### src/rtl/instruction_fetch_unit.sv
// Instruction fetch stage: PC/nPC pair with branch delay slot, IF/ID latch, stall/squash handling.
// Optional performance counters are enabled by defining IF_PERF_COUNTERS_EN.
module instruction_fetch_unit #(
  parameter int          ADDR_W   = 9,
  parameter logic [31:0] RESET_PC = 32'h0000_0000,
  parameter logic [31:0] NOP_WORD = 32'h0000_0000
) (
  input  logic              clk,
  input  logic              reset,
  output logic [ADDR_W-1:0] imem_addr,
  input  logic [31:0]       imem_data,
  input  logic              id_ready,
  input  logic              redirect,
  input  logic [31:0]       redirect_target,
  input  logic              squash,
  output logic              if_valid,
  output logic [31:0]       if_instr,
  output logic [31:0]       if_pc,
  output logic [31:0]       if_pc8,
  output logic [31:0]       fetch_count,
  output logic [31:0]       stall_count
);

  typedef enum logic [1:0] {ST_BOOT, ST_RUN, ST_HOLD} state_t;

  localparam logic [31:0] RESET_PC_AL = {RESET_PC[31:2], 2'b00};

  state_t      r_state;
  logic [31:0] r_pc;
  logic [31:0] r_npc;
  logic        r_valid;
  logic [31:0] r_instr;
  logic [31:0] r_if_pc;
  logic [31:0] r_if_pc8;

  logic        w_active;
  logic        w_advance;
  logic [31:0] w_target;
  logic        w_unused_bits;

  assign w_active      = (r_state != ST_BOOT);
  assign w_advance     = w_active && id_ready;
  // Targets are word aligned; the two low bits of the request are dropped.
  assign w_target      = {redirect_target[31:2], 2'b00};
  assign w_unused_bits = ^redirect_target[1:0];

  assign imem_addr = r_pc[ADDR_W-1:0];
  assign if_valid  = r_valid;
  assign if_instr  = r_instr;
  assign if_pc     = r_if_pc;
  assign if_pc8    = r_if_pc8;

  always_ff @(posedge clk) begin
    if (reset) begin
      r_state  <= ST_BOOT;
      r_pc     <= RESET_PC_AL;
      r_npc    <= RESET_PC_AL + 32'd4;
      r_valid  <= 1'b0;
      r_instr  <= NOP_WORD;
      r_if_pc  <= 32'd0;
      r_if_pc8 <= 32'd8;
    end else begin
      case (r_state)
        ST_BOOT: begin
          r_state <= ST_RUN;
        end
        ST_RUN, ST_HOLD: begin
          if (id_ready) begin
            r_state  <= ST_RUN;
            r_if_pc  <= r_pc;
            r_if_pc8 <= r_pc + 32'd8;
            if (squash) begin
              r_instr <= NOP_WORD;
              r_valid <= 1'b0;
            end else begin
              r_instr <= imem_data;
              r_valid <= 1'b1;
            end
            // Redirect only retargets nPC, so the delay slot at the old nPC is fetched first.
            r_pc  <= r_npc;
            r_npc <= redirect ? w_target : (r_npc + 32'd4);
          end else begin
            r_state <= ST_HOLD;
            if (squash) begin
              r_instr <= NOP_WORD;
              r_valid <= 1'b0;
            end
          end
        end
        default: begin
          r_state <= ST_BOOT;
        end
      endcase
    end
  end

`ifdef IF_PERF_COUNTERS_EN
  logic [31:0] r_fetch_count;
  logic [31:0] r_stall_count;

  // Both counters saturate rather than wrap.
  always_ff @(posedge clk) begin
    if (reset) begin
      r_fetch_count <= 32'd0;
      r_stall_count <= 32'd0;
    end else begin
      if (w_advance && !squash && (r_fetch_count != 32'hFFFF_FFFF))
        r_fetch_count <= r_fetch_count + 32'd1;
      if (w_active && !id_ready && (r_stall_count != 32'hFFFF_FFFF))
        r_stall_count <= r_stall_count + 32'd1;
    end
  end

  assign fetch_count = r_fetch_count;
  assign stall_count = r_stall_count;
`else
  assign fetch_count = 32'd0;
  assign stall_count = 32'd0;
`endif

endmodule

### config.mk
export PLATFORM = sky130hd
export DESIGN_NAME = instruction_fetch_unit
export DESIGN_NICKNAME = d
export VERILOG_FILES = /design/src/rtl/instruction_fetch_unit.sv
export SDC_FILE = /design/constraint.sdc
export NUM_CORES = 1
export LEC_CHECK = 0
export ABC_AREA = 1
export BUFFER_PORTS_ARGS = -buffer_cell sky130_fd_sc_hd__buf_2
export CORE_MARGIN = 2
export CORE_UTILIZATION = 50
export DETAILED_ROUTE_END_ITERATION = 6
export PLACE_DENSITY_LB_ADDON = 0.25
export SETUP_SLACK_MARGIN = 0.2
export SYNTH_ARGS = -nofsm -noshare
export SYNTH_HDL_FRONTEND = slang
export SYNTH_SLANG_ARGS = --single-unit
export TNS_END_PERCENT = 30
### constraint.sdc
create_clock -name clk -period 2.1 [get_ports clk]
set_input_delay 0.315 -clock clk [delete_from_list [all_inputs] [get_ports clk]]
set_output_delay 0.315 -clock clk [all_outputs]
set_load 0.02 [all_outputs]
Word level (Yosys, flattened, before mapping)
Index checks and enable logic that the tools add are counted.
{"block": "word_totals", "ramBits": 0, "latchBits": 0, "mem_bits_ro": 0, "inputBits": 69, "mem_count": 0, "regBits": 163, "out_inout_bits": 170, "wordCells": 25}
{"block": "op_classes", "magnitude_cmp": 0, "eq_ne": 2, "shifts": 0, "add_sub_neg": 2, "reduce_logical": 5, "n_mux": 9, "div_mod_pow": 0, "n_mul": 0, "bitwise_logic": 0}
{"op": "$mux W32", "n": 4}
{"op": "$add A32 B3 Y32 const B", "n": 1}
{"op": "$add A32 B4 Y32 const B", "n": 1}
{"op": "$pmux W2 S2", "n": 1}
{"op": "$reduce_and A2 Y1", "n": 2}
{"op": "$mux W1", "n": 3}
{"op": "$eq A2 B1 Y1 const B", "n": 1}
{"op": "$eq A2 B2 Y1 const B", "n": 1}
{"op": "$logic_not A2 Y1", "n": 1}
{"op": "$mux W2", "n": 1}
{"op": "$reduce_bool A2 Y1", "n": 1}
{"op": "$reduce_or A2 Y1", "n": 1}

Depth between registers and ports, before layout
Gate-level depths: netlist of the first run.
{"block": "logic_depth", "depth_word": 3, "depth_mapped": 12, "mapped_depth_nobuf": 12}

Worst setup path after synthesis of the first run
No wires, ideal clock.
{"block": "synth_timing", "path_kind": "reg-to-reg", "start": "register r_state[0]", "end": "register r_npc[29]", "period_less_slack_ns": 1.561, "stages_incl_launch_ff": 8, "setup_time_ns": 0.067, "arrival_ns": 1.494, "path_slack_ns": 0.539, "t_required_ns": 2.033, "cell_sequence": "dfxtp_1 > inv_1 > ha_1 > nand2_2 > buf_2 > clkbuf_1 > nand2_1 > a21oi_2"}
{"block": "synth_between", "elab_chain_len": 3}
{"item": "start: declaration", "line": "28", "source": "state_t r_state;"}
{"item": "start signal: assignment", "line": "55", "source": "r_state <= ST_BOOT;"}
{"item": "start signal: assignment", "line": "65", "source": "r_state <= ST_RUN;"}
{"item": "start signal: assignment", "line": "69", "source": "r_state <= ST_RUN;"}
{"item": "$eq A2 B1 Y1 / $eq A2 B2 Y1 (equally long branches)", "line": "63", "source": "case (r_state)"}
{"item": "$reduce_or A2 Y1 (*)", "line": "63"}
{"item": "$reduce_and A2 Y1 (no line) (*)"}
{"item": "end signal: assignment", "line": "57", "source": "r_npc <= RESET_PC_AL + 32'd4;"}
{"item": "end signal: assignment", "line": "81", "source": "r_npc <= redirect ? w_target : (r_npc + 32'd4);"}
{"item": "end: declaration", "line": "30", "source": "logic [31:0] r_npc;"}
Mark *: on every way between the ends. The rest lies on a longest branch, timed or not.
A chain may end at the register's enable or synchronous reset.

Worst setup path in the final report of the first run
{"block": "layout_timing", "start": "register r_state[0]", "end": "register r_npc[17]"}
The elaborated chain is that of the path after synthesis.

==> results_dict.tcl, run 1 <==
set metrics [dict create \
    status "finished clean" \
    fill_cells 1541 \
    max_stage_delay_ns 0.35 \
    drc 0 \
    clock-root-buffer "clkbuf_16" \
    num_io_pins 239 \
    post-route-min-period_ns 1.83 \
    synth_area_leaders "dfxtp_1 38%, nand2_1 13%, nor2_1 7.3%, buf_4 7.3%, nand3_1 5.9%" \
    synth_cell_types 40 \
    critPathKind "flip-flop to flip-flop" \
    die-height_um 131 \
    grt_max_degree 116 \
    synth-edff-count 0 \
    antenna_found_initial 0 \
    syn_inst 1180 \
    hold_viol_final 0 \
    maxSlewHeadroom_pct 54.4 \
    async_reset_ff_share_pct 0 \
    p_leak_nw 4.16 \
    startpoint "r_state[0]" \
    clock_skew_ns 0.00926 \
    grt_pass1_wl_um 32200 \
    synthAdderAreaFrac_pct 0.622 \
    final_nets 1384 \
    cp-end-kind "flip-flop" \
    r2r_slack_ns 0.27 \
    setup_viol 0 \
    synth_top_family_by_area "simple AND/OR/NAND/NOR gates" \
    fp.coreArea_um2 15800 \
    crit_path_top_delay_cell "ha_1" \
    drive_above_1_share_pct 20.0 \
    synth_top_cell_by_area "dfxtp_1" \
    hp-class "input pin to flip-flop" \
    synth_commonest_cells "282 x nand2_1, 157 x nor2_1, 154 x dfxtp_1" \
    ys_seq_area_share_pct 38.3 \
    final_area_um2 9420 \
    cts.clk_slew.worst_paths_ns 0.06 \
    grt-ovfl-total 0 \
    worstPathRequired_ns 2.46 \
    synth_area_per_cell_um2 6.82 \
    start_kind "flip-flop" \
    rsz0062_at_grt "true" \
    synth_top_area_share_pct 38.3 \
    synth_compound_area_share_pct 13.2 \
    synth.most_common_cell "nand2_1" \
    yosys_warnings 0 \
    ant_nets 0 \
    worstPathArrival_ns 2.18 \
    maxCapViolations 0 \
    whs_path_depth 2 \
    synth-xor-area-share_pct 0.871 \
    ys_ff_latch 154 \
    max_freq_mhz 547 \
    grt_use_total_pct 23.7 \
    worstSkewPairLatency_ns 0.44 \
    hold_path.startpoint "id_ready" \
    cp_max_fo 33 \
    grt_pass1_vias 6604 \
    yosys-mux-area-fraction_pct 0 \
    cts_sinks 154 \
    path_cells "inv_1, ha_1, nand2_4, inv_2, buf_4, nand3_1, a31oi_1" \
    fin_crit_sh_pct 87.0 \
    synth_area_um2 8050 \
    port_buffers 166 \
    drt_iter0_markers 648 \
    cts_buffer_depth 2 \
    totalWireLength_um 20900 \
    die_area_um2 17100 \
    cts_buffers 17 \
    drt_pass1_iterations 5 \
    cts_tree "built" \
    via_count 7660 \
    cts_setup_buffers 0 \
    diodes 0 \
    worstMarginPinSlew_ns 0.682 \
    r2r-start "r_state[0]" \
    placed_area_um2 8720 \
    fin_hold_ws_ns 0.0789 \
    pwr_density_cell_nw_per_um2 861 \
    ir_worst_vdd_mv 0.598 \
    rows 46 \
    dp_hpwl_um 14500 \
    yosys.area_share.simple_pct 32.3 \
    syn2layout_area_growth_pct 17.1 \
    initial_utilization_pct 50.8 \
    place_congestion 0.853 \
    drv_slew 0 \
    viasPerCell 4.97 \
    wire_per_inst_um 13.6 \
    fin_util_pct 59.5 \
    ys.flop_type "dfxtp_1" \
    r2r_cells 7 \
    h-tree-depth 4 \
    die_w_um 131 \
]
==> per-stage QoR <==
stage          setup TNS, ns  total power, mW  setup slack [ns]  std cells
2_1_floorplan              0             4.42             0.539       1249
3_3_place_gp        -0.00815             4.69          -0.00815       1507
3_5_place_dp               0             4.71            0.0297       1507
4_1_cts                    0             8.12             0.222       1539
5_1_grt                    0             8.45            0.0890       1540
6_report                   0             8.11             0.273       1540
==> cell type report <==
cell class,instances,area [µm²],share of cell area (%)
multi-input cells,866,4050,43.0
flip-flops and latches,154,3080,32.7
repair buffers,178,1000,10.6
clock buffers,18,439,4.66
inverters,94,353,3.75
well taps,216,270,2.87
clock inverters,14,219,2.32
==> report_power, final <==
group	internal (mW)	total, mW	switching, mW
clock network	2.15	3.42	1.28
logic	0.416	1.36	0.939
registers	3.15	3.33	0.186
total	5.71	8.11	2.40
==> worst max-delay path, delay by kind of cell, from the launching register on <==
family,cells,cell delay (ns)
buf+inv,3,0.56
compound gates,1,0.19
simple gates,2,0.31
fa+ha+maj,1,0.35
flops,1,0.34
==> cell usage in the layout (no fill, tap or decap), types with 2 or more instances in the layout <==
master      netlist  layout
nand3_1          95      95
a32oi_1           2       2
a21oi_2           4       4
nor2_2           12      13
buf_4            78       7
buf_12            0       3
xor2_1            6       6
o21ai_0          59      59
clkbuf_16         0      18
a31oi_1           3       3
xnor2_1           2       2
o211ai_1          3       3
clkinv_1          2       2
inv_2             6       6
bufinv_16         0       5
nand2_2           9       8
nor2_4            8       9
nand2_4           4       5
nor2_1          157     155
clkinv_2          0       2
inv_6             0       2
o21ai_1           3       3
or2_2             2       2
a211oi_1         19      19
nand2_1         282     282
ha_1              4       4
a21oi_1          93      93
nor2_8            3       3
nor3_1           10      10
clkinv_4          0       3
clkinvlp_4        0       2
nand3_2           5       5
inv_1            86      86
dfxtp_1         154     154
o31ai_1           2       2
conb_1            1      70
nand4_1           2       2
buf_2            26     165
==> routing by layer <==
| layer | routed length, µm | up-vias | global-route usage [%] |
|---|---|---|---|
| met5 | 0 | - | 0 |
| met4 | 457 | 0 | 8.57 |
| li1 | - | 3902 | - |
| met2 | 9680 | 269 | 36.7 |
| met1 | 9470 | 3449 | 33.0 |
| met3 | 1330 | 40 | 4.56 |
==> flip-flops by register name (all words and copies together) (netlist names) <==
signal,flops
if_instr,32
if_pc,30
r_npc,30
r_pc,30
if_pc8,29
r_state,2
if_valid,1
==> cells by family after synthesis <==
group,after synthesis
xor+xnor,8
fa+ha+maj,4
compound gates,192
simple gates,592
flops,154
buf+inv,229
other cells,1
==> path summary, 6_finish.rpt <==
kind / to
worst min-delay path: r_state[1]
worst max register to register: r_npc[17]
worst min register to register: if_pc8[3]
worst max-delay path: r_npc[17]
==> timing repair <==
item                                    4_1_cts  5_1_grt
hold buffers                                  0        0
cloned                                        0        1
endpoints found under the setup margin       32       21
gates resized for setup                       1        3
No activity file was read; power rests on OpenSTA's default activity.
==> inputs of run 2 (changes only) <==
--- a/config.mk
+++ b/config.mk
@@ -6,9 +6,11 @@
 export NUM_CORES = 1
 export LEC_CHECK = 0
 export ABC_AREA = 1
-export BUFFER_PORTS_ARGS = -buffer_cell sky130_fd_sc_hd__buf_2
+export BUFFER_PORTS_ARGS = -buffer_cell sky130_fd_sc_hd__clkbuf_2
+export CAP_MARGIN = 20
 export CORE_MARGIN = 2
 export CORE_UTILIZATION = 50
+export CTS_BUF_LIST = sky130_fd_sc_hd__clkbuf_4 sky130_fd_sc_hd__clkbuf_8
 export DETAILED_ROUTE_END_ITERATION = 6
 export PLACE_DENSITY_LB_ADDON = 0.25
 export SETUP_SLACK_MARGIN = 0.2
==> run 2 against run 1 <==
Compared with the run above: maximum frequency down 4.2%; critical path depth did not move; global-route usage fell by 0.35 points; clock power is 36% lower; critical path type unchanged; critical endpoint is now r_npc[23]; highest routed layer unchanged.
==> results_dict.tcl, run 2 (same netlist as run 1, synthesis figures left out) <==
set metrics [dict create \
    wl_met2_um 9150 \
    wl_met1_um 9620 \
    intPower_mw 4.61 \
    drc 0 \
    h-tree-depth 4 \
    fin_total_pwr_mw 6.85 \
    wl_met3_um 921 \
    p_sw_mw 2.24 \
    cts_sinks 154 \
    worst-path-buf-inv 2 \
    p_leak_nw 3.97 \
    dp_hpwl_um 14400 \
    pwr_density_cell_nw_per_um2 752 \
    hold_viol_final 0 \
    maxSlewHeadroom_pct 60.3 \
    drt_pass1_iterations 5 \
    cts_setup_buffers 0 \
    drv_slew 0 \
    p_sw_share_pct 32.6 \
    drt_iter0_markers 628 \
    placed_area_um2 8730 \
    worstPathArrival_ns 2.24 \
    fin_crit_sh_pct 90.9 \
    fin_util_pct 57.5 \
    grt_pass1_vias 6367 \
    clkPwrFrac_pct 32.0 \
    cts_tree "built" \
    largest_register_ffs 32 \
    initial_utilization_pct 50.8 \
    setup_viol 0 \
    final_cell_mix "282 x nand2_1, 165 x clkbuf_2, 156 x nor2_1" \
    grt-ovfl-total 0 \
    crit_family "buffers and inverters" \
    clock-root-buffer "clkbuf_8" \
    port_buffers 166 \
    cts_buffer_depth 2 \
    clock_skew_ns 0.00795 \
    num_io_pins 239 \
    post-route-min-period_ns 1.91 \
    cts_resized 0 \
    antenna_found_initial 0 \
    worstMarginPinSlew_ns 0.596 \
    final_common_cell "nand2_1" \
    max_freq_mhz 524 \
    start_kind "flip-flop" \
    ant_nets 0 \
    cp-end-kind "flip-flop" \
    critPathKind "flip-flop to flip-flop" \
    via_count 7534 \
    crit_path_top_delay_cell "buf_12" \
    hp-class "input pin to flip-flop" \
    grt_max_degree 117 \
    cts_hold_repair.buffers 0 \
    cts.clk_slew.worst_paths_ns 0.08 \
    ir_worst_vdd_mv 0.411 \
    place_congestion 0.854 \
    cp_max_fo 116 \
    totalWireLength_um 20100 \
    final_nets 1384 \
    die_area_um2 17100 \
    combPwrFrac_pct 19.3 \
    rows 46 \
    die-height_um 131 \
    cts_buffers 17 \
    grt_pass1_wl_um 31800 \
    drive_above_1_share_pct 19.9 \
    maxCapViolations 0 \
    diodes 0 \
    fp.coreArea_um2 15800 \
    grt_use_total_pct 23.3 \
    die_w_um 131 \
    max_stage_delay_ns 0.39 \
    final_area_um2 9110 \
    rsz0062_at_grt "true" \
    viasPerCell 4.89 \
    worstPathRequired_ns 2.43 \
    seqPwrFrac_pct 48.7 \
    dr.max_layer_used "met4" \
    path_cells "inv_1, ha_1, nand2_4, buf_12, nor2_1, a31oi_1, a21oi_1" \
    place_worst_setup_slack_ns 0.248 \
    wire_per_inst_um 13.0 \
    worst_slack_ns 0.192 \
    status "finished clean" \
    worstSkewPairLatency_ns 0.46 \
    syn2layout_area_growth_pct 13.2 \
]
run 2: cell count changes in the layout (fill, tap and decap cells not counted), sizes merged:
cell	delta
clkbuf	+165
inv	-2
clkinv	+5
clkinvlp	-1
buf	-164
bufinv	-3
run 2: power groups by stage:
| stage | sequential, mW | combinational, mW | clock [mW] |
|---|---|---|---|
| 6_report | 3.33 | 1.32 | 2.19 |
| 5_1_grt | 3.37 | 1.48 | 2.35 |
| 4_1_cts | 3.33 | 1.32 | 2.24 |
| 3_5_place_dp | 3.40 | 1.32 | 0 |
| 3_3_place_gp | 3.39 | 1.30 | 0 |
| 2_1_floorplan | 3.50 | 0.922 | 0 |
run 2: final timing paths:
check / start / to / slack (ns) / cells after the start
setup / recovery: r_state[0] / r_npc[23] / 0.19 / 7
setup reg to reg: r_state[0] / r_npc[23] / 0.19 / 7
hold / removal: id_ready / r_state[1] / 0.06 / 2
hold reg to reg: if_pc8[3] / if_pc8[3] / 0.47 / 2
run 2: cell type report:
| type | count | area [µm²] |
|---|---|---|
| clock buffer | 19 | 249 |
| clock inverter | 13 | 129 |
| fill | 1599 | 6720 |
| inverter | 94 | 353 |
| multi-input combinational | 866 | 4040 |
| sequential | 154 | 3080 |
| tap | 216 | 270 |
| timing repair buffer | 178 | 981 |
run 2: through the flow:
stage	TNS (ns)	hold slack [ns]	cells
global route	0	0.0547	1540
floorplan	0	0.387	1249
global placement	-0.00136	0.447	1507
detailed placement	0	0.452	1508
finish	0	0.0601	1540
CTS	0	0.0429	1540
run 2: layer usage:
layer / vias to the layer above / global-route usage, %
met4: 0 / 7.07
li1: 3900 / -
met3: 26 / 4.19
met2: 215 / 36.1
met1: 3393 / 33.3
met5: - / 0
==> inputs of run 3 (changes only) <==
--- a/config.mk
+++ b/config.mk
@@ -9,7 +9,7 @@
 export BUFFER_PORTS_ARGS = -buffer_cell sky130_fd_sc_hd__clkbuf_2
 export CAP_MARGIN = 20
 export CORE_MARGIN = 2
-export CORE_UTILIZATION = 50
+export CORE_UTILIZATION = 54
 export CTS_BUF_LIST = sky130_fd_sc_hd__clkbuf_4 sky130_fd_sc_hd__clkbuf_8
 export DETAILED_ROUTE_END_ITERATION = 6
 export PLACE_DENSITY_LB_ADDON = 0.25
==> run 3 against run 2 <==
Compared with the run above: sequential share of layout area down 0.45 points; maximum frequency is 8.1% higher; die area down 7.2%; critical endpoint is now if_pc8[23].
==> results_dict.tcl, run 3 (same netlist as run 1, synthesis figures left out) <==
set metrics [dict create \
    worst_slack_ns 0.335 \
    drive_above_1_share_pct 20.5 \
    fin_total_pwr_mw 7.21 \
    viasPerCell 5.13 \
    diodes 0 \
    ant_nets 0 \
    start_kind "flip-flop" \
    r2r-start "r_state[0]" \
    cts_buffers 17 \
    final_nets 1390 \
    fill_cells 1402 \
    pwr_density_cell_nw_per_um2 780 \
    worstPathRequired_ns 2.46 \
    place_worst_setup_slack_ns 0.220 \
    clock-root-buffer "clkbuf_8" \
    critPathKind "flip-flop to flip-flop" \
    cts_sinks 154 \
    cts.clk_slew.worst_paths_ns 0.08 \
    fin_hold_ws_ns 0.0751 \
    wire_per_inst_um 13.9 \
    final_cell_mix "282 x nand2_1, 165 x clkbuf_2, 155 x nor2_1" \
    worstPathArrival_ns 2.12 \
    antenna_found_initial 0 \
    hp-class "input pin to flip-flop" \
    fp.coreArea_um2 14500 \
    port_buffers 166 \
    drt_iter0_markers 691 \
    num_io_pins 239 \
    maxCapViolations 0 \
    cts_buffer_depth 2 \
    final_area_um2 9230 \
    h-tree-depth 4 \
    crit_family "simple AND/OR/NAND/NOR gates" \
    grt_use_total_pct 25.9 \
    ir_worst_vdd_mv 0.383 \
    cts_tree "built" \
    maxSlewHeadroom_pct 62.4 \
    status "finished clean" \
    fin_crit_sh_pct 84.0 \
    die_area_um2 15900 \
    grt_pass1_vias 6950 \
    dp_hpwl_um 14700 \
    max_stage_delay_ns 0.39 \
    rsz0062_at_grt "true" \
    die-height_um 126 \
    dp_cells 1480 \
    rows 44 \
    fin_util_pct 63.5 \
    hold_path.startpoint "imem_data[19]" \
    crit_path_top_delay_cell "clkbuf_8" \
    drv_slew 0 \
    worstMarginPinSlew_ns 0.565 \
    r2r_cells 9 \
    drc 0 \
    worst-path-buf-inv 3 \
    cp_max_fo 60 \
    totalWireLength_um 21100 \
    stdcell_count 1514 \
    syn2layout_area_growth_pct 14.7 \
    setup_tns_ns 0 \
    grt_max_degree 111 \
    max_freq_mhz 567 \
    worstSkewPairLatency_ns 0.46 \
    die_w_um 126 \
    path_cells "inv_1, ha_2, nand2_4, clkbuf_8, nor2_1, nand3_1, nand3_1, nand2_1, inv_1" \
    hold_viol_final 0 \
    whs_path_depth 3 \
    via_count 7761 \
    startpoint "r_state[0]" \
    r2r_slack_ns 0.33 \
    post-route-min-period_ns 1.77 \
    clock_skew_ns 0.0120 \
    hold_end "if_instr[19]" \
    cp-end-kind "flip-flop" \
    placed_area_um2 8710 \
    worstReg2RegEnd "if_pc8[23]" \
    final_common_cell "nand2_1" \
    grt-ovfl-total 0 \
    setup_viol 0 \
    drt_pass1_iterations 7 \
    largest_register_ffs 32 \
    p_leak_nw 4.03 \
    place_congestion 0.942 \
    grt_pass1_wl_um 33800 \
    initial_utilization_pct 55.4 \
]
-- run 3: cell types whose count changed in the layout (fill, tap and decap cells not counted), moves of 3 or more --
cell        previous run  this run
buf_4                  8        12
clkinv_2               7         2
clkbuf_8              17        20
buf_12                 4         1
clkinvlp_4             1         4
-- run 3: cell type report --
class / instances / area [µm²] / share of cell area [%]
multi-input cells: 866 / 4050 / 43.9
inverters: 94 / 358 / 3.88
clock inverters: 11 / 169 / 1.83
flip-flops and latches: 154 / 3080 / 33.4
clock buffers: 21 / 277 / 3.00
well taps: 184 / 230 / 2.49
repair buffers: 184 / 1070 / 11.5
-- run 3: report_power, final --
part           total [mW]  internal [mW]  switching (mW)
clock network        2.48           1.38            1.10
logic                1.39          0.435           0.950
registers            3.33           3.14           0.193
-- run 3: how the worst max path moves through the flow --
stage,cells after the start,endpoint,slack (ns)
after detailed placement,7,r_npc[23],0.22
after global placement,6,if_instr[1],0.04
final,9,if_pc8[23],0.33
after CTS,9,if_pc8[23],0.22
after floorplan,7,r_npc[29],0.54
after global routing,7,if_instr[26],0.17
-- run 3: layer usage --
metal	track usage (%)	vias up	wire [µm]
li1	-	3915	-
met1	35.6	3522	9540
met2	41.7	293	9880
met3	3.61	31	1290
met4	9.57	0	378
met5	0	-	0
-- run 3: timing repair --
item / in CTS / in global routing
setup buffers: 0 / 0
endpoints found under the setup margin: 0 / 64
hold buffers: 0 / 0
gates resized for setup: 0 / 9
-- run 3: tightest hold or removal path, cell delays in order --
cell	delay [ns]
clkbuf_2	0.08
nand2_1	0.05
a21oi_1	0.05
